==> src/rtl/riscv_dift_fetch_fifo_if.sv <==
// riscv_dift_fetch_fifo_if: control, instruction-memory and consumer
// signals of the DIFT-tagged prefetch FIFO.
interface riscv_dift_fetch_fifo_if #(
   parameter int TAG_W = 1
);
   logic             req_i;
   logic             branch_i;
   logic [31:0]      branch_addr_i;
   logic [TAG_W-1:0] branch_tag_i;
   logic             instr_req_o;
   logic [31:0]      instr_addr_o;
   logic             instr_gnt_i;
   logic             instr_rvalid_i;
   logic [31:0]      instr_rdata_i;
   logic             valid_o;
   logic             ready_i;
   logic [31:0]      rdata_o;
   logic [31:0]      addr_o;
   logic [TAG_W-1:0] tag_o;
   logic             busy_o;

   modport master (
      input  req_i, branch_i, branch_addr_i, branch_tag_i,
      output instr_req_o, instr_addr_o,
      input  instr_gnt_i, instr_rvalid_i, instr_rdata_i,
      output valid_o,
      input  ready_i,
      output rdata_o, addr_o, tag_o, busy_o
   );

   modport slave (
      output req_i, branch_i, branch_addr_i, branch_tag_i,
      input  instr_req_o, instr_addr_o,
      output instr_gnt_i, instr_rvalid_i, instr_rdata_i,
      input  valid_o,
      output ready_i,
      input  rdata_o, addr_o, tag_o, busy_o
   );
endinterface

==> src/rtl/riscv_dift_fetch_fifo.sv <==
// riscv_dift_fetch_fifo: sequential instruction prefetch buffer with a
// per-entry DIFT tag and post-branch discard of in-flight responses.
module riscv_dift_fetch_fifo #(
   parameter int DEPTH           = 4,
   parameter int MAX_OUTSTANDING = 2,
   parameter int TAG_W           = 1
) (
   input logic                     clk,
   input logic                     rst,
   riscv_dift_fetch_fifo_if.master bus
);
   localparam int PW = $clog2(DEPTH);
   localparam int CW = $clog2(DEPTH + 1);
   localparam int OW = $clog2(MAX_OUTSTANDING + 1);
   localparam int SW = $clog2(DEPTH + MAX_OUTSTANDING + 1);

   typedef enum logic {S_IDLE, S_REQ} state_t;

   state_t           r_state;
   logic [31:0]      r_data [DEPTH];
   logic [31:0]      r_addr [DEPTH];
   logic [TAG_W-1:0] r_tag  [DEPTH];
   logic [PW-1:0]    r_wptr;
   logic [PW-1:0]    r_rptr;
   logic [CW-1:0]    r_count;
   logic [OW-1:0]    r_out;
   logic [OW-1:0]    r_disc;
   logic [31:0]      r_fetch_addr;
   logic [31:0]      r_resp_addr;
   logic [TAG_W-1:0] r_cur_tag;

   logic          w_credit;
   logic          w_req;
   logic          w_gfire;
   logic          w_push;
   logic          w_pop;
   logic          w_valid;
   logic [OW-1:0] w_out_nxt;
   logic [SW-1:0] w_inflight;
   logic [31:0]   w_baddr;

   assign w_baddr = bus.branch_addr_i & ~32'd3;
   assign w_valid = (r_count != '0);

   // Responses already owed to the old stream do not consume FIFO space.
   assign w_inflight = SW'(r_count) + SW'(r_out) - SW'(r_disc);
   assign w_credit   = (w_inflight < SW'(DEPTH)) &&
                       (r_out < OW'(MAX_OUTSTANDING));

   assign w_req   = (r_state == S_REQ) && bus.req_i &&
                    !bus.branch_i && w_credit;
   assign w_gfire = w_req && bus.instr_gnt_i;
   assign w_push  = bus.instr_rvalid_i && (r_disc == '0) &&
                    !bus.branch_i;
   assign w_pop   = w_valid && bus.ready_i && !bus.branch_i;

   assign w_out_nxt = r_out + OW'(w_gfire) - OW'(bus.instr_rvalid_i);

   assign bus.instr_req_o  = w_req;
   assign bus.instr_addr_o = r_fetch_addr;
   assign bus.valid_o      = w_valid;
   assign bus.rdata_o      = w_valid ? r_data[r_rptr] : '0;
   assign bus.addr_o       = w_valid ? r_addr[r_rptr] : '0;
   assign bus.tag_o        = w_valid ? r_tag[r_rptr] : '0;
   assign bus.busy_o       = (r_out != '0) || w_req;

   always_ff @(posedge clk) begin
      if (rst) begin
         r_state      <= S_IDLE;
         r_wptr       <= '0;
         r_rptr       <= '0;
         r_count      <= '0;
         r_out        <= '0;
         r_disc       <= '0;
         r_fetch_addr <= '0;
         r_resp_addr  <= '0;
         r_cur_tag    <= '0;
      end else begin
         unique case (r_state)
            S_IDLE:  if (bus.req_i) r_state <= S_REQ;
            S_REQ:   if (!bus.req_i) r_state <= S_IDLE;
            default: r_state <= S_IDLE;
         endcase
         r_out <= w_out_nxt;
         if (bus.branch_i) begin
            r_fetch_addr <= w_baddr;
            r_resp_addr  <= w_baddr;
            r_cur_tag    <= bus.branch_tag_i;
            r_disc       <= w_out_nxt;
            r_wptr       <= '0;
            r_rptr       <= '0;
            r_count      <= '0;
         end else begin
            if (w_gfire) r_fetch_addr <= r_fetch_addr + 32'd4;
            if (bus.instr_rvalid_i && (r_disc != '0))
               r_disc <= r_disc - OW'(1);
            if (w_push) begin
               r_resp_addr <= r_resp_addr + 32'd4;
               r_wptr      <= r_wptr + PW'(1);
            end
            if (w_pop) r_rptr <= r_rptr + PW'(1);
            if (w_push && !w_pop) r_count <= r_count + CW'(1);
            if (!w_push && w_pop) r_count <= r_count - CW'(1);
         end
      end
   end

   always_ff @(posedge clk) begin
      if (w_push) begin
         r_data[r_wptr] <= bus.instr_rdata_i;
         r_addr[r_wptr] <= r_resp_addr;
         r_tag[r_wptr]  <= r_cur_tag;
      end
   end

   a_no_overflow: assert property (@(posedge clk) disable iff (rst)
      !(w_push && !w_pop && (r_count == CW'(DEPTH))));
endmodule

==> src/flat_wrapper.sv <==
// flat-port wrapper written by rule: the top's interface ports become plain ports
module riscv_dift_fetch_fifo_flat 
#(
   parameter int DEPTH           = 4,
   parameter int MAX_OUTSTANDING = 2,
   parameter int TAG_W           = 1
)
  (clk, rst, bus_req_i, bus_branch_i, bus_branch_addr_i, bus_branch_tag_i, bus_instr_req_o, bus_instr_addr_o, bus_instr_gnt_i, bus_instr_rvalid_i, bus_instr_rdata_i, bus_valid_o, bus_ready_i, bus_rdata_o, bus_addr_o, bus_tag_o, bus_busy_o);
  riscv_dift_fetch_fifo_if #(.TAG_W(TAG_W)) bus_i ();
  input logic clk;
  input logic rst;
  input wire logic [$bits(bus_i.req_i)-1:0] bus_req_i;
  input wire logic [$bits(bus_i.branch_i)-1:0] bus_branch_i;
  input wire logic [$bits(bus_i.branch_addr_i)-1:0] bus_branch_addr_i;
  input wire logic [$bits(bus_i.branch_tag_i)-1:0] bus_branch_tag_i;
  output wire logic [$bits(bus_i.instr_req_o)-1:0] bus_instr_req_o;
  output wire logic [$bits(bus_i.instr_addr_o)-1:0] bus_instr_addr_o;
  input wire logic [$bits(bus_i.instr_gnt_i)-1:0] bus_instr_gnt_i;
  input wire logic [$bits(bus_i.instr_rvalid_i)-1:0] bus_instr_rvalid_i;
  input wire logic [$bits(bus_i.instr_rdata_i)-1:0] bus_instr_rdata_i;
  output wire logic [$bits(bus_i.valid_o)-1:0] bus_valid_o;
  input wire logic [$bits(bus_i.ready_i)-1:0] bus_ready_i;
  output wire logic [$bits(bus_i.rdata_o)-1:0] bus_rdata_o;
  output wire logic [$bits(bus_i.addr_o)-1:0] bus_addr_o;
  output wire logic [$bits(bus_i.tag_o)-1:0] bus_tag_o;
  output wire logic [$bits(bus_i.busy_o)-1:0] bus_busy_o;
  assign bus_i.req_i = bus_req_i;
  assign bus_i.branch_i = bus_branch_i;
  assign bus_i.branch_addr_i = bus_branch_addr_i;
  assign bus_i.branch_tag_i = bus_branch_tag_i;
  assign bus_instr_req_o = bus_i.instr_req_o;
  assign bus_instr_addr_o = bus_i.instr_addr_o;
  assign bus_i.instr_gnt_i = bus_instr_gnt_i;
  assign bus_i.instr_rvalid_i = bus_instr_rvalid_i;
  assign bus_i.instr_rdata_i = bus_instr_rdata_i;
  assign bus_valid_o = bus_i.valid_o;
  assign bus_i.ready_i = bus_ready_i;
  assign bus_rdata_o = bus_i.rdata_o;
  assign bus_addr_o = bus_i.addr_o;
  assign bus_tag_o = bus_i.tag_o;
  assign bus_busy_o = bus_i.busy_o;
  riscv_dift_fetch_fifo #(.DEPTH(DEPTH), .MAX_OUTSTANDING(MAX_OUTSTANDING), .TAG_W(TAG_W)) u_core (.clk(clk), .rst(rst), .bus(bus_i));
endmodule
==> config.mk <==
export PLATFORM = sky130hd
export DESIGN_NAME = riscv_dift_fetch_fifo_flat
export DESIGN_NICKNAME = d
export VERILOG_FILES = /design/src/rtl/riscv_dift_fetch_fifo_if.sv /design/src/rtl/riscv_dift_fetch_fifo.sv /design/src/flat_wrapper.sv
export SDC_FILE = /design/constraint.sdc
export NUM_CORES = 1
export LEC_CHECK = 0
export CAP_MARGIN = 10
export CORE_MARGIN = 5
export CORE_UTILIZATION = 47
export CTS_BUF_LIST = sky130_fd_sc_hd__clkbuf_16
export CTS_CLUSTER_SIZE = 10
export DETAILED_ROUTE_END_ITERATION = 6
export PLACE_DENSITY_LB_ADDON = 0.08
export SYNTH_ARGS = -nofsm -noshare
export SYNTH_HDL_FRONTEND = slang
export SYNTH_SLANG_ARGS = --single-unit
==> constraint.sdc <==
create_clock -name clk -period 4.74 [get_ports clk]
set_clock_uncertainty 0.2 [all_clocks]
set_input_delay 0.474 -clock clk [delete_from_list [all_inputs] [get_ports clk]]
set_output_delay 0.474 -clock clk [all_outputs]
set_load 0.02 [all_outputs]
# Word level (Yosys, flattened, before mapping)
# Memory sizes are Yosys's and may differ from the RTL's. A register that Yosys moved wholly into a read port is not among the register bits.
# Cells that the tools add are included.
# Widths: inputs -> output; s select.
# totals
ff_bits,77
ramBits,260
inputBits,72
out_inout_bits,100
wordCells,72
n_memories,3
# classes
add_sub_neg,11
magnitude_cmp,2
n_mux,20
reduce_logical,25
# memory_table
memory,words,word_bits,rd,rd_clocked_by_memory_dff,wr,line_no,text
u_core.r_addr,4,32,1,1,1,riscv_dift_fetch_fifo.sv:21,logic [31:0] r_addr [DEPTH];
u_core.r_data,4,32,1,1,1,riscv_dift_fetch_fifo.sv:20,logic [31:0] r_data [DEPTH];
u_core.r_tag,4,1,1,1,1,riscv_dift_fetch_fifo.sv:22,logic [TAG_W-1:0] r_tag [DEPTH];
# ops
operator,n
$mux 32,6
$add 32x3->32 const B,2
$mux 2,8
$logic_and 1x1->1,12
$reduce_bool 2->1,6
$mux 3,2
$add 2x1->2 const B,2
$mux 1,4
$add 3x1->3 const B,1
$add 3x2->3,1
$logic_not 1->1,3
$lt 3x3->1 const B,1
$reduce_bool 3->1,1
$sub 3x1->3 const B,1
$sub 3x2->3,1
$add 2x1->2,1
$logic_not 2->1,1
$lt 2x2->1 const B,1
$reduce_or 2->1,1
$sub 2x1->2,1
$sub 2x1->2 const B,1
$logic_or 1x1->1,1

# Logic depth before layout (Yosys ltp)
# logic_depth
word_depth,9
depth_mapped,16
ltp_nobuf,14

# Worst setup path after synthesis
# No wires, ideal clock.
# synth_path
path_type,reg2out
from,register u_core.r_out[1]
to,output port bus_busy_o
arrival_time_ns,2.786
required_time_ns,4.066
slack_ns,1.280
path_stages_with_launch,10
path_buffers,1
path_cell_list,dfxtp_1 > inv_1 > fa_1 > inv_1 > ha_1 > and3b_1 > o21ai_1 > clkbuf_1 > a21oi_1 > or3_1
# synth_between
elab_chain_len,6
word_cells_on_any_way,8
classes_between,add/sub (2); order compare (2); reduce/logical (4)
# synth_lines
element,line_no,text
start: declaration,riscv_dift_fetch_fifo.sv:26,logic [OW-1:0] r_out;
start signal: assignment,riscv_dift_fetch_fifo.sv:84,r_out <= w_out_nxt;
$add 3x2->3,riscv_dift_fetch_fifo.sv:46,assign w_inflight = SW'(r_count) + SW'(r_out) - SW'(r_disc);
$sub 3x2->3,riscv_dift_fetch_fifo.sv:46,
$lt 3x3->1,riscv_dift_fetch_fifo.sv:47,assign w_credit = (w_inflight < SW'(DEPTH)) &&
$logic_and 1x1->1 (*),riscv_dift_fetch_fifo.sv:47,
$logic_and 1x1->1 (*),riscv_dift_fetch_fifo.sv:51,!bus.branch_i && w_credit;
via bus_instr_req_o,flat_wrapper.sv:16,output wire logic [$bits(bus_i.instr_req_o)-1:0] bus_instr_req_o;
$logic_or 1x1->1 (*),riscv_dift_fetch_fifo.sv:65,assign bus.busy_o = (r_out != '0) || w_req;
end: declaration,flat_wrapper.sv:26,output wire logic [$bits(bus_i.busy_o)-1:0] bus_busy_o;
# Mark *: on every way through the listed nets, which the timed path passes. The rest lies on a longest branch.

# Worst setup path after layout
# layout_path
from,register u_core.r_out[1]
to,output port bus_busy_o
# layout_between
elab_chain_len,6
word_cells_on_any_way,8
classes_between,add/sub (2); order compare (2); reduce/logical (4)
# layout_lines
element,line_no
$add 3x2->3,riscv_dift_fetch_fifo.sv:46
$sub 3x2->3,riscv_dift_fetch_fifo.sv:46
$lt 3x3->1,riscv_dift_fetch_fifo.sv:47
$logic_and 1x1->1,riscv_dift_fetch_fifo.sv:47
$logic_and 1x1->1,riscv_dift_fetch_fifo.sv:51
$logic_or 1x1->1 (*),riscv_dift_fetch_fifo.sv:65
# Mark *: on every way between the ends. The rest lies on a longest branch, timed or not.

==> impl_results.md <==
- Routed wirelength normalized by instance count: 19.67 um
- Number of post-CTS setup repair buffers: 0
- Maximum number of pins on one net before global-route repair: 64
- CP max stage cell: sky130_fd_sc_hd__clkdlybuf4s50_1
- Tmin final: 4.107 ns
- Met1 track demand over resource in global routing: 25.22%
- Buf+Inv Stages, Crit Path: 4
- Most used routing layer in global routing: met2
- Kind of capture point of the worst setup path: output port
- Die X: 180.4 um
- Mean instance size in the synthesized netlist: 15.22 um^2
- Fmax achieved: 0.2435 GHz
- Fill cells: 2249
- Number of distinct library cells after synthesis: 53
- GR Util met2: 28.31%
- Largest incremental delay on the critical path: 0.60 ns
- Number of I/O pins: 172
- Most used DFF post-synth: sky130_fd_sc_hd__edfxtp_1
- Clock tree root driver cell: sky130_fd_sc_hd__clkbuf_16
- List of cells traversed by the critical path: inv_1 -> fa_1 -> inv_1 -> ha_1 -> and3b_1 -> or3_1 -> buf_4 -> a21oi_1 -> or3_1 -> clkdlybuf4s50_1
- Async S/R FF share, synth: 0%
- Post-layout nets: 1163
- Full die area: 32560 um^2
- R2r setup slk: 1.32 ns
- Routed wire length: 29080 um
- Transition time at the pin with the least slew margin: 0.9614 ns
- Max Fanout on Critical Path: 19
- Multi-input combinational cell area: 4232 um^2
- Clock edge transition at the registers on the reported setup and hold paths: 0.06 ns
- Nature of the critical path startpoint: register
- Tightest hold margin: 0.2627 ns
- Final RePlAce weighted congestion: 0.8071
- Run status: finished, final reports clean
- Type of the tightest min-delay check: primary input to register
- Crit path max-delay family: buffers and inverters
- Number of hold buffers added after CTS: 0
- Final hold violations: 0
- Initial DRT Pass Iterations: 5
- Synth warnings: 0
- Data arrival time at the worst-slack endpoint: 3.43 ns
- Max-slew violation count: 0
- Setup WS pre-CTS: 1.189 ns
- Path type of the worst setup path: register to output port
- Total congestion overflow after global routing: 0
- Clock H-tree levels: 2
- Vias post-DR: 7993
- Deepest clock path buffer count: 3
- Overall global routing resource usage: 17.67%
- Later-pin clock latency in the skew report: 0.50 ns
- Post-route DRC: 0
- Die Y: 180.4 um
- Detail Route Antenna Nets: 0
- Layout cells sized above 1: 12.52%
- Via density per instance: 5.408
- Number of flops mapped to enable cells by yosys: 252
- Syn-to-layout area delta: 23.75%
- Count of clock tree sinks: 327
- Site row count: 62
- Headroom to the max-slew limit: 35.91%
- Number of CTS-inserted buffers: 39
- Sequential-to-total area share from yosys stat: 66.42%
- Worst setup margin: 0.6331 ns
- Gate count of the mapped netlist: 897
- Initial cell density of the core: 47.57%
- Summed instance area of the synthesized netlist: 13650 um^2
- Antenna violations before repair: 0
- Standby leakage power: 5.610 nW
- Unrepaired setup endpoints after global routing: no
- Peak ir drop on the vdd network: 0.2060 mV
- Portion of the clock cycle consumed by the worst path in the final layout: 86.64%
- PostCTS Resize Cnt: 0
- Via count of the first global-routing pass: 8268
- Flip-flop and latch count after synthesis: 327
- Core area: 28700 um^2
- Post-Route Setup TNS: 0 ns
- Initial drt markers: 425
- Port-buffer cells: 165
- Critical Path RT: 4.07 ns
- Clock tree from TritonCTS: yes
- Wire length of the first global-routing pass: 46370 um
- DP HPWL: 18490 um
- Area occupied by registers: 9074 um^2
- N_diodes: 0
- Number of max-cap violations: 0
- GR Util met3: 3.876%
- Count of final setup violators: 0
- Pwr dens: 377.2 nW/um^2
==> layout make-up <==
type / instances / share of cell area (%)
multi-input cells: 481 / 25.04
repair buffers: 183 / 10.84
clock buffers: 42 / 6.220
clock inverters: 16 / 0.3554
flip-flops and latches: 327 / 53.70
inverters: 45 / 0.9996
well taps: 384 / 2.843
==> flip-flops by register name (all words and copies together) (netlist names), 3 cells and up, named ones only <==
signal and flops:
u_core.r_addr 120, u_core.r_resp_addr 30, u_core.r_data 128, u_core.bus.instr_addr_o 30
u_core.r_count 3, u_core.r_tag 4
==> cells in the mapped netlist (all sizes together) (2+ instances only) <==
library cell / n / area, um^2
mux2i: 5 / 50.05
o211ai: 2 / 15.01
dfxtp: 75 / 1501
nor4b: 2 / 17.52
a2111oi: 6 / 65.06
clkbuf: 29 / 108.9
buf: 18 / 93.84
ha: 12 / 150.1
mux4: 63 / 1419
xor2: 29 / 254.0
a21o: 2 / 15.01
and3b: 3 / 26.28
nor2b: 2 / 12.51
edfxtp: 252 / 7567
nor3: 10 / 50.05
and3: 10 / 62.56
or4: 2 / 15.01
nand3: 23 / 115.1
o31a: 10 / 87.58
inv: 45 / 168.9
nor4: 6 / 43.79
and2: 69 / 431.7
o21a: 5 / 37.54
or3: 8 / 50.05
a21boi: 36 / 270.3
xnor2: 22 / 192.7
a211oi: 12 / 90.09
o21ai: 5 / 25.02
and4: 5 / 43.79
nand2: 30 / 112.6
a21oi: 36 / 180.2
nor2: 27 / 101.4
fa: 2 / 40.04
nand4: 20 / 125.1
a21bo: 2 / 20.02
==> tightest hold or removal path, cell delays in order <==
cell and delay [ns]:
sky130_fd_sc_hd__buf_2 0.09, sky130_fd_sc_hd__inv_1 0.16, sky130_fd_sc_hd__a21boi_0 0.19
==> path summary, 6_finish.rpt <==
kind                    start                           to  depth (start not counted)
max           u_core.r_out[1]                   bus_busy_o                         10
min              bus_branch_i        u_core.r_resp_addr[5]                          3
max reg2reg   u_core.r_out[1]  u_core.bus.instr_addr_o[26]                         10
min reg2reg  u_core.r_wptr[1]             u_core.r_wptr[1]                          2
==> placed cells by master (no fill, tap or decap), drive strengths merged, types with 29 or more instances in the layout <==
master / instances
a21boi: 36
a21oi: 36
and2: 69
clkbuf: 42
clkdlybuf4s50: 164
dfxtp: 75
edfxtp: 252
inv: 58
mux4: 63
nand2: 30
xor2: 29
==> per-stage QoR <==
stage	cells	cell area, um^2	utilization (%)	power [mW]
6_report	1478	16900	58.87	6.374
5_1_grt	1478	16900	58.87	6.629
4_1_cts	1478	16900	58.87	6.452
3_5_place_dp	1420	15790	55.00	3.825
3_3_place_gp	1420	15790	55.00	3.817
2_1_floorplan	900	13670	-	3.583
==> routing by layer <==
| metal | routed length, um | vias to the layer above |
|---|---|---|
| met5 | 0 | - |
| met1 | 13230 | 3963 |
| met4 | 446 | 0 |
| li1 | - | 3751 |
| met2 | 13720 | 236 |
| met3 | 1685 | 43 |
==> cells by family after synthesis <==
group	after synthesis	synth area share (%)
mux	68	10.76
flops	327	66.42
fa+ha+maj	14	1.393
simple gates	224	9.255
buf+inv	92	2.721
compound gates	120	6.158
xor+xnor	51	3.271
other cells	1	0.02746
==> power by group <==
group / internal (mW) / switching, mW / leakage (nW)
logic: 0.236 / 0.261 / 2.09
registers: 3.19 / 0.0793 / 2.93
clock network: 1.56 / 1.05 / 0.592
total: 4.99 / 1.39 / 5.61
(Power assumes the default switching activity.)
